[config.mk]
export PLATFORM = sky130hd
export DESIGN_NAME = actel_s2_exerciser_flat
export DESIGN_NICKNAME = d
export VERILOG_FILES = /design/src/rtl/actel_s2_exerciser_if.sv /design/src/rtl/actel_s2_exerciser.sv /design/src/flat_wrapper.sv
export SDC_FILE = /design/constraint.sdc
export NUM_CORES = 1
export LEC_CHECK = 0
export CORE_MARGIN = 4
export CORE_UTILIZATION = 35
export DETAILED_ROUTE_END_ITERATION = 8
export GPL_TIMING_DRIVEN = 0
export PLACE_DENSITY = 0.64
export SLEW_MARGIN = 25
export SYNTH_ARGS = -nofsm -noshare
export SYNTH_HDL_FRONTEND = slang
export SYNTH_SLANG_ARGS = --single-unit
[constraint.sdc]
create_clock -name clk -period 2.5 [get_ports clk]
set_clock_uncertainty 0.1 [all_clocks]
set_input_delay 0.25 -clock clk [delete_from_list [all_inputs] [get_ports clk]]
set_output_delay 0.25 -clock clk [all_outputs]
set_load 0.02 [all_outputs]
[src/rtl/actel_s2_exerciser_if.sv]
// Signal bundle between the S2 cell exerciser and its surroundings: run control,
// result reporting, and the stimulus/response wires of the cell under test.
interface actel_s2_exerciser_if;
  logic       start;
  logic       dut_out;
  logic       d00, d01, d10, d11;
  logic       a1, b1, a0, b0;
  logic       dut_clr;
  logic       busy;
  logic       done;
  logic       pass;
  logic [8:0] err_cnt;
  logic [7:0] first_err_vec;
  logic       first_err_valid;
  logic       clr_fail;

  modport master (
    input  start, dut_out,
    output d00, d01, d10, d11, a1, b1, a0, b0, dut_clr,
    output busy, done, pass, err_cnt, first_err_vec, first_err_valid, clr_fail
  );

  modport slave (
    output start, dut_out,
    input  d00, d01, d10, d11, a1, b1, a0, b0, dut_clr,
    input  busy, done, pass, err_cnt, first_err_vec, first_err_valid, clr_fail
  );
endinterface

[src/rtl/actel_s2_exerciser.sv]
// Exhaustive exerciser for an Actel S2 registered mux cell: sweeps all 256 input vectors
// and counts output mismatches. Define ACTEL_EXER_CLR_TEST_EN to add the cell-clear check.
module actel_s2_exerciser (
  input  logic                 clk,
  input  logic                 clr,
  actel_s2_exerciser_if.master bus
);

  typedef enum logic [2:0] {
    IDLE,
    RUN,
    FLUSH,
`ifdef ACTEL_EXER_CLR_TEST_EN
    CLRCHK,
`endif
    DONE
  } state_t;

  localparam logic [8:0] ERR_MAX = 9'd257;

  // Vector layout {d00,d01,d10,d11,a1,b1,a0,b0}; select = {a1|b1, a0&b0}
  function automatic logic expected_bit(input logic [7:0] v);
    logic [1:0] sel;
    sel = {v[3] | v[2], v[1] & v[0]};
    case (sel)
      2'b00:   return v[7];
      2'b01:   return v[6];
      2'b10:   return v[5];
      default: return v[4];
    endcase
  endfunction

  state_t     state_q, state_d;
  logic       phase_q, phase_d;
  logic [7:0] vec_q, vec_d;
  logic       vec_valid_q, vec_valid_d;
  logic [7:0] cmp_vec_q, cmp_vec_d;
  logic       cmp_valid_q, cmp_valid_d;
  logic       busy_q, busy_d;
  logic       done_q, done_d;
  logic       pass_q, pass_d;
  logic [8:0] err_cnt_q, err_cnt_d;
  logic [7:0] fev_q, fev_d;
  logic       fev_valid_q, fev_valid_d;
  logic       mismatch;
  logic       err_inc;
`ifdef ACTEL_EXER_CLR_TEST_EN
  logic       dut_clr_q, dut_clr_d;
  logic       clr_fail_q, clr_fail_d;
  logic       clr_bad;
`endif

  always_ff @(posedge clk or posedge clr) begin
    if (clr) begin
      state_q     <= IDLE;
      phase_q     <= 1'b0;
      vec_q       <= 8'h00;
      vec_valid_q <= 1'b0;
      cmp_vec_q   <= 8'h00;
      cmp_valid_q <= 1'b0;
      busy_q      <= 1'b0;
      done_q      <= 1'b0;
      pass_q      <= 1'b0;
      err_cnt_q   <= 9'd0;
      fev_q       <= 8'h00;
      fev_valid_q <= 1'b0;
`ifdef ACTEL_EXER_CLR_TEST_EN
      dut_clr_q   <= 1'b0;
      clr_fail_q  <= 1'b0;
`endif
    end else begin
      state_q     <= state_d;
      phase_q     <= phase_d;
      vec_q       <= vec_d;
      vec_valid_q <= vec_valid_d;
      cmp_vec_q   <= cmp_vec_d;
      cmp_valid_q <= cmp_valid_d;
      busy_q      <= busy_d;
      done_q      <= done_d;
      pass_q      <= pass_d;
      err_cnt_q   <= err_cnt_d;
      fev_q       <= fev_d;
      fev_valid_q <= fev_valid_d;
`ifdef ACTEL_EXER_CLR_TEST_EN
      dut_clr_q   <= dut_clr_d;
      clr_fail_q  <= clr_fail_d;
`endif
    end
  end

  always_comb begin
    state_d     = state_q;
    phase_d     = phase_q;
    vec_d       = 8'h00;
    vec_valid_d = 1'b0;
    pass_d      = pass_q;
    err_cnt_d   = err_cnt_q;
    fev_d       = fev_q;
    fev_valid_d = fev_valid_q;
    // The vector on the pins now is captured by the cell next edge and judged the edge after
    cmp_vec_d   = vec_q;
    cmp_valid_d = vec_valid_q;
    mismatch    = cmp_valid_q && (bus.dut_out != expected_bit(cmp_vec_q));
`ifdef ACTEL_EXER_CLR_TEST_EN
    dut_clr_d   = 1'b0;
    clr_fail_d  = clr_fail_q;
    clr_bad     = (state_q == CLRCHK) && phase_q && bus.dut_out;
    err_inc     = mismatch | clr_bad;
    if (clr_bad) clr_fail_d = 1'b1;
`else
    err_inc     = mismatch;
`endif

    if (err_inc && (err_cnt_q != ERR_MAX)) err_cnt_d = err_cnt_q + 9'd1;
    if (mismatch && !fev_valid_q) begin
      fev_d       = cmp_vec_q;
      fev_valid_d = 1'b1;
    end

    case (state_q)
      IDLE: begin
        if (bus.start) begin
          state_d     = RUN;
          vec_valid_d = 1'b1;
          pass_d      = 1'b0;
          err_cnt_d   = 9'd0;
          fev_d       = 8'h00;
          fev_valid_d = 1'b0;
`ifdef ACTEL_EXER_CLR_TEST_EN
          clr_fail_d  = 1'b0;
`endif
        end
      end
      RUN: begin
        if (vec_q == 8'hFF) begin
          state_d = FLUSH;
          phase_d = 1'b0;
        end else begin
          vec_d       = vec_q + 8'd1;
          vec_valid_d = 1'b1;
        end
      end
      FLUSH: begin
        phase_d = ~phase_q;
        if (phase_q) begin
`ifdef ACTEL_EXER_CLR_TEST_EN
          state_d   = CLRCHK;
          vec_d     = 8'hFF;
          dut_clr_d = 1'b1;
`else
          state_d   = DONE;
`endif
        end
      end
`ifdef ACTEL_EXER_CLR_TEST_EN
      CLRCHK: begin
        phase_d = ~phase_q;
        if (phase_q) state_d = DONE;
        else         vec_d   = 8'hFF;
      end
`endif
      DONE:    state_d = IDLE;
      default: state_d = IDLE;
    endcase

    busy_d = (state_d != IDLE);
    done_d = (state_d == DONE);
    if (state_d == DONE) pass_d = (err_cnt_d == 9'd0);
  end

  assign {bus.d00, bus.d01, bus.d10, bus.d11, bus.a1, bus.b1, bus.a0, bus.b0} = vec_q;
  assign bus.busy            = busy_q;
  assign bus.done            = done_q;
  assign bus.pass            = pass_q;
  assign bus.err_cnt         = err_cnt_q;
  assign bus.first_err_vec   = fev_q;
  assign bus.first_err_valid = fev_valid_q;
`ifdef ACTEL_EXER_CLR_TEST_EN
  assign bus.dut_clr         = dut_clr_q;
  assign bus.clr_fail        = clr_fail_q;
`else
  assign bus.dut_clr         = 1'b0;
  assign bus.clr_fail        = 1'b0;
`endif

endmodule

[src/flat_wrapper.sv]
// flat-port wrapper written by rule: the top's interface ports become plain ports
module actel_s2_exerciser_flat 
  (clk, clr, bus_start, bus_dut_out, bus_d00, bus_d01, bus_d10, bus_d11, bus_a1, bus_b1, bus_a0, bus_b0, bus_dut_clr, bus_busy, bus_done, bus_pass, bus_err_cnt, bus_first_err_vec, bus_first_err_valid, bus_clr_fail);
  actel_s2_exerciser_if bus_i ();
  input  logic clk;
  input  logic clr;
  input wire logic [$bits(bus_i.start)-1:0] bus_start;
  input wire logic [$bits(bus_i.dut_out)-1:0] bus_dut_out;
  output wire logic [$bits(bus_i.d00)-1:0] bus_d00;
  output wire logic [$bits(bus_i.d01)-1:0] bus_d01;
  output wire logic [$bits(bus_i.d10)-1:0] bus_d10;
  output wire logic [$bits(bus_i.d11)-1:0] bus_d11;
  output wire logic [$bits(bus_i.a1)-1:0] bus_a1;
  output wire logic [$bits(bus_i.b1)-1:0] bus_b1;
  output wire logic [$bits(bus_i.a0)-1:0] bus_a0;
  output wire logic [$bits(bus_i.b0)-1:0] bus_b0;
  output wire logic [$bits(bus_i.dut_clr)-1:0] bus_dut_clr;
  output wire logic [$bits(bus_i.busy)-1:0] bus_busy;
  output wire logic [$bits(bus_i.done)-1:0] bus_done;
  output wire logic [$bits(bus_i.pass)-1:0] bus_pass;
  output wire logic [$bits(bus_i.err_cnt)-1:0] bus_err_cnt;
  output wire logic [$bits(bus_i.first_err_vec)-1:0] bus_first_err_vec;
  output wire logic [$bits(bus_i.first_err_valid)-1:0] bus_first_err_valid;
  output wire logic [$bits(bus_i.clr_fail)-1:0] bus_clr_fail;
  assign bus_i.start = bus_start;
  assign bus_i.dut_out = bus_dut_out;
  assign bus_d00 = bus_i.d00;
  assign bus_d01 = bus_i.d01;
  assign bus_d10 = bus_i.d10;
  assign bus_d11 = bus_i.d11;
  assign bus_a1 = bus_i.a1;
  assign bus_b1 = bus_i.b1;
  assign bus_a0 = bus_i.a0;
  assign bus_b0 = bus_i.b0;
  assign bus_dut_clr = bus_i.dut_clr;
  assign bus_busy = bus_i.busy;
  assign bus_done = bus_i.done;
  assign bus_pass = bus_i.pass;
  assign bus_err_cnt = bus_i.err_cnt;
  assign bus_first_err_vec = bus_i.first_err_vec;
  assign bus_first_err_valid = bus_i.first_err_valid;
  assign bus_clr_fail = bus_i.clr_fail;
  actel_s2_exerciser u_core (.clk(clk), .clr(clr), .bus(bus_i));
endmodule
Word level (Yosys, flattened, before mapping). Index checks and enable logic that the tools add are counted.

Bits in registers: 43. Bits in latches: 0. Bits in writable memories: 0. Memory bits (read-only): 0. Bits of input ports: 4. Output and inout port bits: 31. Logic and storage cells: 63. Memories kept: 0.

Add/sub/neg operators: 2. Multiply operators: 0. Div/mod/pow operators: 0. $lt $le $gt $ge: 0. Equality and inequality tests: 9. Shift operators: 0. Mux-type cells: 24. Bitwise logic cells: 3. Reduce and logical (&&, ||, !) cells: 13.

Operators by type and width (number): $mux W8 (5); $mux W9 (3); $add A9 B1 Y9 const B (1); $logic_not A9 Y1 (1); $mux W1 (9); $mux W3 (3); $ne A9 B9 Y1 const B (1); $pmux W3 S3 (1); $add A8 B1 Y8 const B (1); $eq A8 B8 Y1 const B (1); $eq A3 B2 Y1 const B (2); $reduce_bool A2 Y1 (3); $pmux W1 S2 (2); $reduce_and A2 Y1 (2); $eq A3 B1 Y1 const B (1); $logic_and A1 B1 Y1 (3); $logic_not A3 Y1 (1); $pmux W1 S3 (1); $reduce_bool A3 Y1 (1); $eq A2 B1 Y1 const B (1); $eq A2 B2 Y1 const B (1); $logic_not A2 Y1 (1); $ne A2 B1 Y1 const B (1); $and A1 B1 Y1 (1); other kinds (4) (4).

Longest topological paths before layout.
Depth after elaboration: 11. Mapped depth: 8. Depth with buffers taken out: 8.

Worst setup path after synthesis. OpenSTA, ideal clock, no wires.

Path type: flip-flop to flip-flop. Start: reg u_core.cmp_vec_q[2]. End: reg u_core.pass_q, in the netlist u_core.bus.pass. Setup time: 0.092 ns. Arrival time: 2.390 ns. Data required time: 2.308 ns. Setup slack: -0.082 ns. Stages on the path, launching flop included: 8. Buffers on the path: 0. Period minus slack after synthesis: 2.582 ns. Cell sequence: dfrtp_1 -> nor2_2 -> mux4_2 -> xor2_2 -> nand2_2 -> or4_1 -> a311o_1 -> o31ai_2.

Word-level cells in the longest chain between the ends: 11. Elaborated cells between the ends (all ways): 13. Classes of those cells: eq/ne (3); mux (5); bitwise (1); reduce/logical (4).

RTL lines: start: declaration (RTL line actel_s2_exerciser.sv:37) `logic [7:0] cmp_vec_q, cmp_vec_d;`; start signal: assignment (RTL line actel_s2_exerciser.sv:76) `cmp_vec_q <= cmp_vec_d;`; $or A1 B1 Y1 (*) (RTL line actel_s2_exerciser.sv:24) `sel = {v[3] | v[2], v[1] & v[0]};`; $eq A2 B2 Y1 (tied with other cells) (RTL line actel_s2_exerciser.sv:25) `case (sel)`; $pmux W1 S3 (*) (RTL line actel_s2_exerciser.sv:25); $ne A1 B1 Y1 (*) (RTL line actel_s2_exerciser.sv:103) `mismatch = cmp_valid_q && (bus.dut_out != expected_bit(cmp_vec_q));`; $logic_and A1 B1 Y1 (*) (RTL line actel_s2_exerciser.sv:103); $logic_and A1 B1 Y1 (*) (RTL line actel_s2_exerciser.sv:114) `if (err_inc && (err_cnt_q != ERR_MAX)) err_cnt_d = err_cnt_q + 9'd1;`; $mux W9 (*) (RTL line actel_s2_exerciser.sv:114); $mux W9 (RTL line actel_s2_exerciser.sv:122) `if (bus.start) begin`; $mux W9 (*) (RTL line actel_s2_exerciser.sv:120) `case (state_q)`; $logic_not A9 Y1 (*) (RTL line actel_s2_exerciser.sv:168) `if (state_d == DONE) pass_d = (err_cnt_d == 9'd0);`; $mux W1 (*) (RTL line actel_s2_exerciser.sv:168); end signal: assignment (RTL line actel_s2_exerciser.sv:80) `pass_q <= pass_d;`; end: declaration (RTL line actel_s2_exerciser.sv:41) `logic pass_q, pass_d;`.

Mark *: on every way between the ends. The rest lies on a longest branch, timed or not. A chain may end at the register's enable or synchronous reset.

Worst setup path after layout.
Start: reg u_core.cmp_vec_q[3]. End: reg u_core.pass_q, in the netlist u_core.bus.pass.

Same word-level chain as after synthesis.

==> results by group <==
Outcome
  • Status: finished with violations
  • Failing checks: setup timing

Power and ir drop
  • Power density cells: 620 nW/um^2
  • Design Power: 1.54 mW
  • Leakage: 1.07 nW
  • Peak VDD IR: 0.296 mV

Global route
  • First-pass GRT wire length: 6.64 mm
  • Initial antenna violation count: 0
  • Number of global-route vias before repair: 1403
  • GR Overflow Total: 0
  • GRT Total Usage: 13.0%
  • Largest net degree at the start of global routing: 34

Floorplan
  • Core ar.: 5200 sq um
  • Site Rows: 26
  • # IOs: 35
  • Die height: 81.7 um
  • Starting density of the core: 36.6%
  • Die area: 6680 sq um
  • Die width: 81.7 um

Setup path
  • Crit end category: flop
  • Critical-path top delay cell: mux4_2
  • Crit Path Category: reg2reg
  • Reg2reg start: u_core.cmp_vec_q[3]$_DFF_PP0_
  • CP Buf/Inv Count: 0
  • Critical Path AT: 2660 ps
  • CP max stage delay: 570 ps
  • CP startpoint: u_core.cmp_vec_q[3]$_DFF_PP0_
  • CP delay by family, top: simple AND/OR/NAND/NOR gates
  • Critical path launch point type: flop
  • Worst-path cell chain: nor2_2 > mux4_2 > xor2_4 > nand2_2 > or4_4 > a311o_1 > o31ai_2
  • Crit Path Max Fanout: 3
  • Required time worst endpoint: 2600 ps

Timing
  • Final hold vios: 0
  • FMAX: 390 MHz
  • Fin Hold WS: 87.9 ps
  • Fin. max-slew vios: 0
  • RSZ-0062 raised after global routing: yes
  • Post-route minimum period: 2560 ps
  • Final setup fails: 1
  • Period utilisation layout: 102%
  • Post-route setup slack: -61.5 ps

Logic synthesis
  • Yosys warnings: 0
  • Sequential-to-total area share from yosys stat: 56.5%
  • Synth area leaders: dfrtp_1, nand2_1, nor2_1
  • Post-synth top area cell: dfrtp_1
  • Cells after Synth: 190
  • Synth top area share: 56.5%
  • Syn_area_per_cell: 10.0 sq um
  • Post-Synthesis Cell Area: 1900 sq um
  • Synth Register Bits: 43
  • Yosys cell types: 39

Drt
  • DRT antenna net count: 0
  • Total number of vias: 1451
  • Drt pass-1 iters: 4
  • Wirelength, routed: 3.83 mm
  • Drt via density: 4.77
  • Drt wl/cell: 12.6 um
  • First DRT Iteration DRCs: 79
  • DRC viols: 0

Clock network
  • Worst-path clk slew: 90 ps
  • H-tree lvl count: 2
  • Clk_lat worst skew: 300 ps
  • CTS Buffer Depth: 2
  • # clock sinks: 43
  • TritonCTS clock tree: yes
  • TritonCTS buffer count: 5
  • CTS root buf: clkbuf_8

Final layout
  • Commonest non-fill, non-tap cell in the layout: dfrtp_1
  • Antenna cell count: 0
  • Fillcell total: 513
  • Commonest non-fill, non-tap cells in the layout: dfrtp_1, clkdlybuf4s50_1, nand2_1
  • Layout Nets: 240
  • Core Util, Final: 47.6%
  • Area grow syn2layout: 30.3%
  • Fraction of layout cells with a size suffix above 1: 9.83%

Placed design
  • Detailed placement HPWL: 2.84 mm
  • IO buf count: 32
  • Placer Congestion: 0.842
  • Pre-CTS setup slack: -177 ps

Hold path
  • Worst min path class: in2async

Job
  • MaxCap Viol Count: 0
cells by family (layout without fill, tap and decap cells):
| family | Yosys count | after routing | synth area share, % |
|---|---|---|---|
| XOR/XNOR | 15 | 15 | 7.30 |
| AO/OA/AOI/OAI | 28 | 28 | 9.01 |
| buffers and inverters | 15 | 57 | 3.42 |
| flip-flops | 43 | 43 | 56.5 |
| AND/OR/NAND/NOR | 84 | 84 | 20.4 |
| other | 1 | 3 | 0.197 |
| adder cells (fa/ha/maj) | 3 | 3 | 1.97 |
| multiplexers | 1 | 1 | 1.18 |
metal layers:
layer	up-vias	share of wire, %	global-route usage [%]
li1	730	-	-
met1	675	50	18.3
met2	42	44	19.4
met3	4	4.7	3.29
met4	0	1.5	4.49
met5	-	0	0
Yosys cell counts (all sizes together):
library cell / instances
nand4: 1
nor4: 1
or2: 2
a21oi: 14
a31o: 1
or3: 2
xnor2: 6
nor3: 2
inv: 6
nor4b: 1
mux4: 1
o31ai: 2
nand4b: 1
a211oi: 1
a31oi: 1
conb: 1
o2111ai: 1
and4: 3
a311o: 1
clkbuf: 6
or4: 1
ha: 3
o31a: 1
o21ai: 5
nor2: 26
xor2: 9
o22ai: 1
dfrtp: 43
nand3: 11
and3: 3
nand2: 30
buf: 3
state kept, by name, indices dropped and copies added, names as in the netlist:
name and count:
u_core.bus.busy 1, u_core.cmp_valid_d 1, u_core.cmp_valid_q 1, u_core.bus.first_err_valid 1
u_core.phase_q 1, u_core.bus.err_cnt 9, u_core.cmp_vec_d 8, u_core.cmp_vec_q 8
u_core.bus.pass 1, u_core.bus.done 1, u_core.state_q 3, u_core.bus.first_err_vec 8
metrics by stage:
stage          TNS, ps  std cells  area (sq um)
2_1_floorplan        0        192          1920
3_3_place_gp      -112        294          2330
3_5_place_dp      -177        295          2350
4_1_cts          -92.0        304          2480
5_1_grt           -142        304          2480
6_report         -61.5        304          2480
power breakdown:
| group | switching (mW) | internal [mW] |
|---|---|---|
| clock | 0.247 | 0.303 |
| sequential | 0.0484 | 0.725 |
| combinational | 0.123 | 0.0923 |
repair_timing:
| item | CTS | global route |
|---|---|---|
| buffers inserted | 1 | 0 |
| pin swaps | 1 | 0 |
| hold buffers | 0 | 0 |
| endpoints found under the setup margin | 1 | 3 |
| gates resized for setup | 1 | 1 |
path summary, 6_finish.rpt:
kind                                                         end  slack [ps]  cells past startpoint
max                                  u_core.bus.pass$_DFFE_PP0P_         -60                      7
min reg2reg                         u_core.cmp_valid_q$_DFF_PP0_         240                      0
max reg2reg                          u_core.bus.pass$_DFFE_PP0P_         -60                      7
max in group asynchronous  u_core.bus.first_err_vec[5]$_DFF_PP0_        1770                      3
min in group clk                    u_core.cmp_valid_q$_DFF_PP0_         240                      0
min                              u_core.bus.err_cnt[0]$_DFF_PP0_          90                      2
area by class of cell:
class	count	area (sq um)	area share, %
sequential	43	1080	43.4
multi-input combinational	134	787	31.7
timing repair buffer	34	348	14.0
tap	70	87.6	3.53
clock buffer	5	68.8	2.77
clock inverter	3	47.5	1.92
buffer	9	42.5	1.72
inverter	6	22.5	0.908
(Power assumes the default switching activity.)
